===== src/rtl/clock_div.sv =====
// Programmable divider: clkout toggles every halfperiod clkin edges; 0 holds it low.
// Latency: registered output, new halfperiod acts on the next edge. Backpressure: none.
module clock_div #(
    parameter int WIDTH = 17
) (
    input  logic             clkin,
    input  logic             rst,
    input  logic [WIDTH-1:0] halfperiod,
    output logic             clkout
);

    localparam logic [WIDTH-1:0] ONE = WIDTH'(1);

    logic [WIDTH-1:0] cnt_q, cnt_d;
    logic             clkout_q, clkout_d;

    // The >= compare (rather than ==) lets a shrinking divisor end the phase
    // on the next edge instead of running the counter up to wrap.
    always_comb begin
        cnt_d    = cnt_q + ONE;
        clkout_d = clkout_q;
        if (halfperiod == '0) begin
            cnt_d    = '0;
            clkout_d = 1'b0;
        end else if (cnt_q >= (halfperiod - ONE)) begin
            cnt_d    = '0;
            clkout_d = ~clkout_q;
        end
    end

    always_ff @(posedge clkin or negedge rst) begin
        if (!rst) begin
            cnt_q    <= '0;
            clkout_q <= 1'b0;
        end else begin
            cnt_q    <= cnt_d;
            clkout_q <= clkout_d;
        end
    end

    assign clkout = clkout_q;

endmodule


===== config.mk =====
export PLATFORM = sky130hd
export DESIGN_NAME = clock_div
export DESIGN_NICKNAME = d
export VERILOG_FILES = /design/src/rtl/clock_div.sv
export SDC_FILE = /design/constraint.sdc
export NUM_CORES = 1
export LEC_CHECK = 0
export CORE_ASPECT_RATIO = 0.75
export CORE_UTILIZATION = 59
export CTS_CLUSTER_SIZE = 8
export DETAILED_ROUTE_END_ITERATION = 16
export PLACE_DENSITY = 0.91
export SYNTH_ARGS = -nofsm -noshare
export SYNTH_HDL_FRONTEND = slang
export SYNTH_SLANG_ARGS = --single-unit

===== constraint.sdc =====
create_clock -name clkin -period 4.8 [get_ports clkin]
set_input_delay 0.48 -clock clkin [delete_from_list [all_inputs] [get_ports clkin]]
set_output_delay 0.48 -clock clkin [all_outputs]
set_load 0.01 [all_outputs]

==> out/metrics.yaml, run 1 <==
grt:
  grt_overflow: 0
  grt_pass1_wl_mm: 5.664
  antenna_found_initial: 0
  grt_max_degree: 19
  grt_pass1_vias: 1306
  grt_use_total: 0.2832
clocking:
  max-clock-path-buffers: 2
  cts_tree: "done"
  cts_hold_buf: 0
  htree_levels: 1
  post_cts_buffers: 0
  clock_latency_ps: 290
  clk_pin_slew_ps: 100
  cts_buffers: 3
  ctsRootBufferMaster: "clkbuf_4"
  clkSinkCount: 18
  cts_resized: 0
timing:
  relSlewSlack: 0.4667
  period_share: 0.8130
  fin_crit_ps: 3902
  finalHoldViolations: 0
  worst_pin_slew_ps: 797.5
  finalClockSkew_ps: 5.091
  final.setup.tns_ps: 0
  rsz0062_at_grt: "false"
  hold_ws_ps: 581.0
  slew_viol_final: 0
  fmaxAchievable_mhz: 256.3
  setup_viol: 0
route:
  drt-total-wl_mm: 3.520
  avgRoutedWirePerCell_um: 15.93
  vias: 1303
  antenna_left: 0
  wl_met1_mm: 1.499
  dr.pass1.iters: 4
  top_layer: "met4"
  drc_errors: 0
  routed-wl-met2_mm: 1.764
  viasPerCell: 5.896
  wl_met3_um: 211
  drtIter0Drc: 36
logic_synthesis:
  synthCells: 165
  syn-num-nets: 203
  yosysSeqAreaShare: 0.3010
  netlist_area_mm2: 0.001496
  ys_ff_latch: 18
  synth.distinct_cells: 33
  yosys_warnings: 0
  syn_area_per_cell_um2: 9.069
floorplanning:
  ioPinCount: 20
  core_mm2: 0.002346
  die_h_um: 45.62
  rows: 15
  start_util: 0.6379
  chipWidth_um: 60.16
  die_area_mm2: 0.002744
power_and_ir_drop:
  power_frac_comb: 0.295
  finalPower_uw: 453.7
  power.internal_uw: 292.0
  share_seq_of_total_power: 0.502
  sw_frac_of_total: 0.3563
  p_leak_nw: 0.7445
  switching_power_uw: 161.6
  peakVddDrop_uv: 197.0
  power_density_mw_per_mm2: 258.6
  pwr-share-clk: 0.203
status:
  outcome: "completed"
layout:
  layout.cells.non_filler: 221
  antenna_cells: 0
  fin_util: 0.7477
  areaGrowthSynthToFinish_pct: 17.22
  num-nets-final: 226
  drive_gt1_frac: 0.06417
worst_setup_path:
  r2r_setup_slack_ps: 2610
  critical_path_class: "in2reg"
  worstPathArrival_ps: 4110
  worstPathMaxFanout: 17
  required_ps: 5010
  startpoint_type: "primary input"
  crit_path_end_kind: "flop"
placed_design:
  dp_hpwl_mm: 2.780
  io_buffers: 19
  dp.cells: 217
  routabilityCongestion: 0.8468
job:
  drv_cap: 0
min_path:
  hp-class: "reg2reg"
[flip-flops by register name (all words and copies together), names as in the netlist]
| signal | count |
|---|---|
| clkout | 1 |
| cnt_q | 17 |
[final timing paths]
check / endpoint / startpoint / cells after the start
min reg2reg: cnt_q[0] / cnt_q[0] / 1
max in group asynchronous: cnt_q[9] / rst / 1
min: cnt_q[0] / cnt_q[0] / 1
min in group asynchronous: cnt_q[6] / rst / 1
max: cnt_q[16] / halfperiod[0] / 14
max reg2reg: cnt_q[16] / cnt_q[10] / 6
[per-stage QoR]
stage	area, um^2	worst slack (ps)
2_1_floorplan	1496	1608
3_3_place_gp	1718	923.6
3_5_place_dp	1718	543.1
4_1_cts	1754	876.9
5_1_grt	1754	553.2
6_report	1754	897.7
[power groups by stage]
stage / Sequential [mW] / Combinational (mW) / Clock, mW
6_report: 0.228 / 0.134 / 0.0920
5_1_grt: 0.232 / 0.153 / 0.102
4_1_cts: 0.226 / 0.135 / 0.0945
3_5_place_dp: 0.229 / 0.132 / 0
3_3_place_gp: 0.227 / 0.122 / 0
2_1_floorplan: 0.214 / 0.0858 / 0
[synth_stat cells (all sizes together)]
library cell / instances / area, um^2
and3: 4 / 25.02
dfrtp: 18 / 450.4
a21oi: 7 / 35.03
o21ai: 3 / 15.01
a41oi: 1 / 8.760
ha: 19 / 237.7
or4: 2 / 18.77
nor2b: 1 / 6.260
nand4: 6 / 43.79
nor3: 4 / 30.03
buf: 1 / 11.26
a21bo: 1 / 10.01
nor4: 5 / 31.28
nand3: 9 / 45.04
nand2b: 1 / 6.260
xor2: 13 / 113.9
a31o: 1 / 8.760
nor2: 26 / 97.59
a21o: 1 / 7.510
or3: 1 / 6.260
a2bb2oi: 1 / 8.760
nor4b: 2 / 32.53
nor3b: 1 / 7.510
nand2: 12 / 45.04
inv: 5 / 18.77
o21a: 1 / 7.510
nand3b: 1 / 11.26
xnor2: 17 / 148.9
a21boi: 1 / 7.510
[routing by layer]
metal  up-vias  track usage
met1       621       0.3411
met3         6      0.07102
li1        633            -
met4         0       0.1023
met2        43       0.4923
met5         -            0
[layout make-up]
cell class                      count  area [um^2]
Sequential cell                    18        450.4
Tap cell                           34        42.54
Multi-Input combinational cell    141         1016
Timing Repair Buffer               19        190.2
Inverter                            5        18.77
Clock buffer                        4        36.28
Fill cell                         162        591.8
[worst max-delay path, cell delays in order]
cell	delay [ps]
clkdlybuf4s50_1	450
inv_1	110
ha_1	200
nor3b_1	370
nor4b_4	420
nand2_1	160
nor3_2	160
xnor2_1	150
ha_1	270
nand4_1	180
nor4_1	100
a41oi_1	350
nand4_2	450
nor2_1	260
[cell families after synthesis]
family | Yosys count | synth area share
and+or+nand+nor | 75 | 0.2717
buffers and inverters | 6 | 0.02007
xor gates and xnor gates | 30 | 0.1756
AOI/OAI and AO/OA | 17 | 0.07275
DFF | 18 | 0.3010
adders and majority gates | 19 | 0.1589
[layout by cell type (no fill, tap or decap), drive strengths merged, types with 5 or more instances in the layout]
cell type / netlist / layout
nand3: 9 / 9
nor4: 5 / 5
nand4: 6 / 6
xor2: 13 / 13
clkdlybuf4s50: 0 / 19
nand2: 12 / 12
inv: 5 / 5
nor2: 26 / 26
xnor2: 17 / 17
ha: 19 / 19
dfrtp: 18 / 18
a21oi: 7 / 7
Note: power is estimated with default switching activity, not from simulation.
==> run 2: changes to the inputs <==
--- a/config.mk
+++ b/config.mk
@@ -6,10 +6,10 @@
 export NUM_CORES = 1
 export LEC_CHECK = 0
 export CORE_ASPECT_RATIO = 0.75
-export CORE_UTILIZATION = 59
+export CORE_UTILIZATION = 49
 export CTS_CLUSTER_SIZE = 8
 export DETAILED_ROUTE_END_ITERATION = 16
-export PLACE_DENSITY = 0.91
+export PLACE_DENSITY = 0.81
 export SYNTH_ARGS = -nofsm -noshare
 export SYNTH_HDL_FRONTEND = slang
 export SYNTH_SLANG_ARGS = --single-unit
==> constraint.sdc (replaced) <==
create_clock -name clkin -period 3.5 [get_ports clkin]
set_input_delay 0.35 -clock clkin [delete_from_list [all_inputs] [get_ports clkin]]
set_output_delay 0.35 -clock clkin [all_outputs]
set_load 0.01 [all_outputs]
==> out/metrics.yaml, run 2 (synthesis gave the netlist of run 1 again) <==
status:
  outcome: "completed"
route:
  antenna_left: 0  # unchanged
  drt-total-wl_mm: 3.684  # +4.7%
  drc_errors: 0  # unchanged
  vias: 1352  # +3.8%
  viasPerCell: 5.681  # -3.7%
  drtIter0Drc: 158  # +340%
  avgRoutedWirePerCell_um: 15.48  # -2.8%
  dr.pass1.iters: 4  # unchanged
layout:
  largest_reg_flops: 17  # unchanged
  layout_common_cells: "nor2_1, ha_1, clkdlybuf4s50_1"
  mostFrequentLayoutCell: "nor2_1"
  areaGrowthSynthToFinish_pct: 29.52
  drive_gt1_frac: 0.1634  # +0.09920
  regArea_um2: 450.4  # unchanged
  multi_input_area_mm2: 0.001054  # +3.7%
  num-fill-cells: 208  # +28%
  num-nets-final: 241  # +6.6%
  regMostFlops: "cnt_q"
  antenna_cells: 0  # unchanged
  layout.cells.non_filler: 238  # +7.7%
  design_area_mm2: 0.001938  # +10%
worst_setup_path:
  r2r_end: "clkout"
  worstPathArrival_ps: 3560  # -550 ps
  worstPathMaxFanout: 3  # -14
  reg2regPathDepth: 6  # unchanged
  rr_startpoint: "cnt_q[13]"
  startpoint_type: "primary input"
  required_ps: 3660  # -1350 ps
  crit_start: "halfperiod[6]"
  r2r_setup_slack_ps: 1440  # -1170 ps
  cp-endpoint: "clkout"
  critical_path_class: "in2reg"
  crit_path_end_kind: "flop"
clocking:
  clkSinkCount: 18  # unchanged
  cts_buffers: 3  # unchanged
  ctsRootBufferMaster: "clkbuf_8"
  cts_tree: "done"
  cts_hold_buf: 0  # unchanged
  clk_pin_slew_ps: 70  # -30 ps
  max-clock-path-buffers: 2  # unchanged
  clock_latency_ps: 250  # -40 ps
  htree_levels: 1  # unchanged
timing:
  hold_ws_ps: 537.1  # -43.87 ps
  finalHoldViolations: 0  # unchanged
  fmaxAchievable_mhz: 294.4
  worst_pin_slew_ps: 831.8  # +34.39 ps
  finalClockSkew_ps: 2.080  # -3.011 ps
  setup_viol: 0  # unchanged
  relSlewSlack: 0.4437  # -0.02300
  slew_viol_final: 0  # unchanged
  period_share: 0.9706
  fin_crit_ps: 3397
power_and_ir_drop:
  p_leak_nw: 0.8411  # +13%
  power_density_mw_per_mm2: 351.9  # +36%
  peakVddDrop_uv: 304.3  # +54%
  finalPower_uw: 681.9  # +50%
floorplanning:
  rows: 16  # +1
  chipWidth_um: 65.81  # +9.4%
  start_util: 0.5456  # -0.09225
  die_area_mm2: 0.003281  # +20%
  core_mm2: 0.002743  # +17%
  die_h_um: 49.86  # +9.3%
  ioPinCount: 20  # unchanged
grt:
  grt_use_total: 0.2494  # -0.03378
  grt_pass1_vias: 1313  # +0.54%
  grt_max_degree: 19  # unchanged
  grt_overflow: 0  # unchanged
  antenna_found_initial: 0  # unchanged
  grt_pass1_wl_mm: 6.009  # +6.1%
job:
  drv_cap: 0  # unchanged
placed_design:
  dp_hpwl_mm: 2.920  # +5.1%
  routabilityCongestion: 0.8615  # +1.7%
  place_area_mm2: 0.001838  # +7.0%
  io_buffers: 19  # unchanged
  dp.cells: 233  # +7.4%
min_path:
  hp-class: "reg2reg"
  min_from: "cnt_q[0]"
[run 2: cell types whose count changed in the layout (fill, tap and decap cells not counted), sizes merged]
cell	previous run	this run
buf	0	15
[run 2: worst max-delay path, cell delays in order]
cell and delay (ps):
clkdlybuf4s50_1 430, or4_4 590, nor3_4 200, nand2b_1 120, buf_4 150, nor2_1 110, xnor2_1 90, ha_1 290
nand4_1 160, nor4_2 380, a21bo_2 290, a31o_2 250, a21boi_1 150
[run 2: final cells by class]
| cell class | instances | area share |
|---|---|---|
| clock buffer | 4 | 0.02841 |
| inverter | 5 | 0.009684 |
| multi-input combinational | 141 | 0.5436 |
| sequential | 18 | 0.2324 |
| tap | 36 | 0.02324 |
| timing repair buffer | 34 | 0.1627 |
[run 2: per-stage QoR]
step                      TNS, ps  utilization  setup slack [ps]
after floorplan                 0            -             438.4
after global placement    -0.7077       0.6702           -0.7077
after detailed placement    -2970       0.6702            -260.2
after CTS                       0       0.6925             30.52
after global routing       -12.95       0.7067            -12.61
final                           0       0.7067             102.9
[run 2: how the worst min path moves through the flow]
stage                          end  slack (ps)  depth (start not counted)
after floorplan             clkout          50                          0
after global placement    cnt_q[0]         520                          1
after detailed placement  cnt_q[0]         530                          1
after CTS                 cnt_q[0]         540                          1
after global routing      cnt_q[0]         580                          1
final                     cnt_q[0]         540                          1
[run 2: where the power goes]
part	internal, mW	leakage (nW)	switching [mW]
logic	0.103	0.574	0.100
clock network	0.0997	0.0288	0.0671
registers	0.244	0.238	0.0674
total	0.447	0.841	0.235
[run 2: what timing repair did]
item / CTS / global route
endpoints found under the setup margin: 1 / 18
pin swaps: 0 / 4
buffers inserted: 0 / 1
resized for setup: 1 / 7
[run 2: layer usage]
layer  vias up  routed length, um  GRT usage  share of wire
li1        660                  -          -              -
met1       637               1613     0.3146           0.44
met2        49               1807     0.4303           0.49
met3         6                205    0.05093          0.056
met4         0                 57    0.06159          0.015
met5         -                  0          0              0
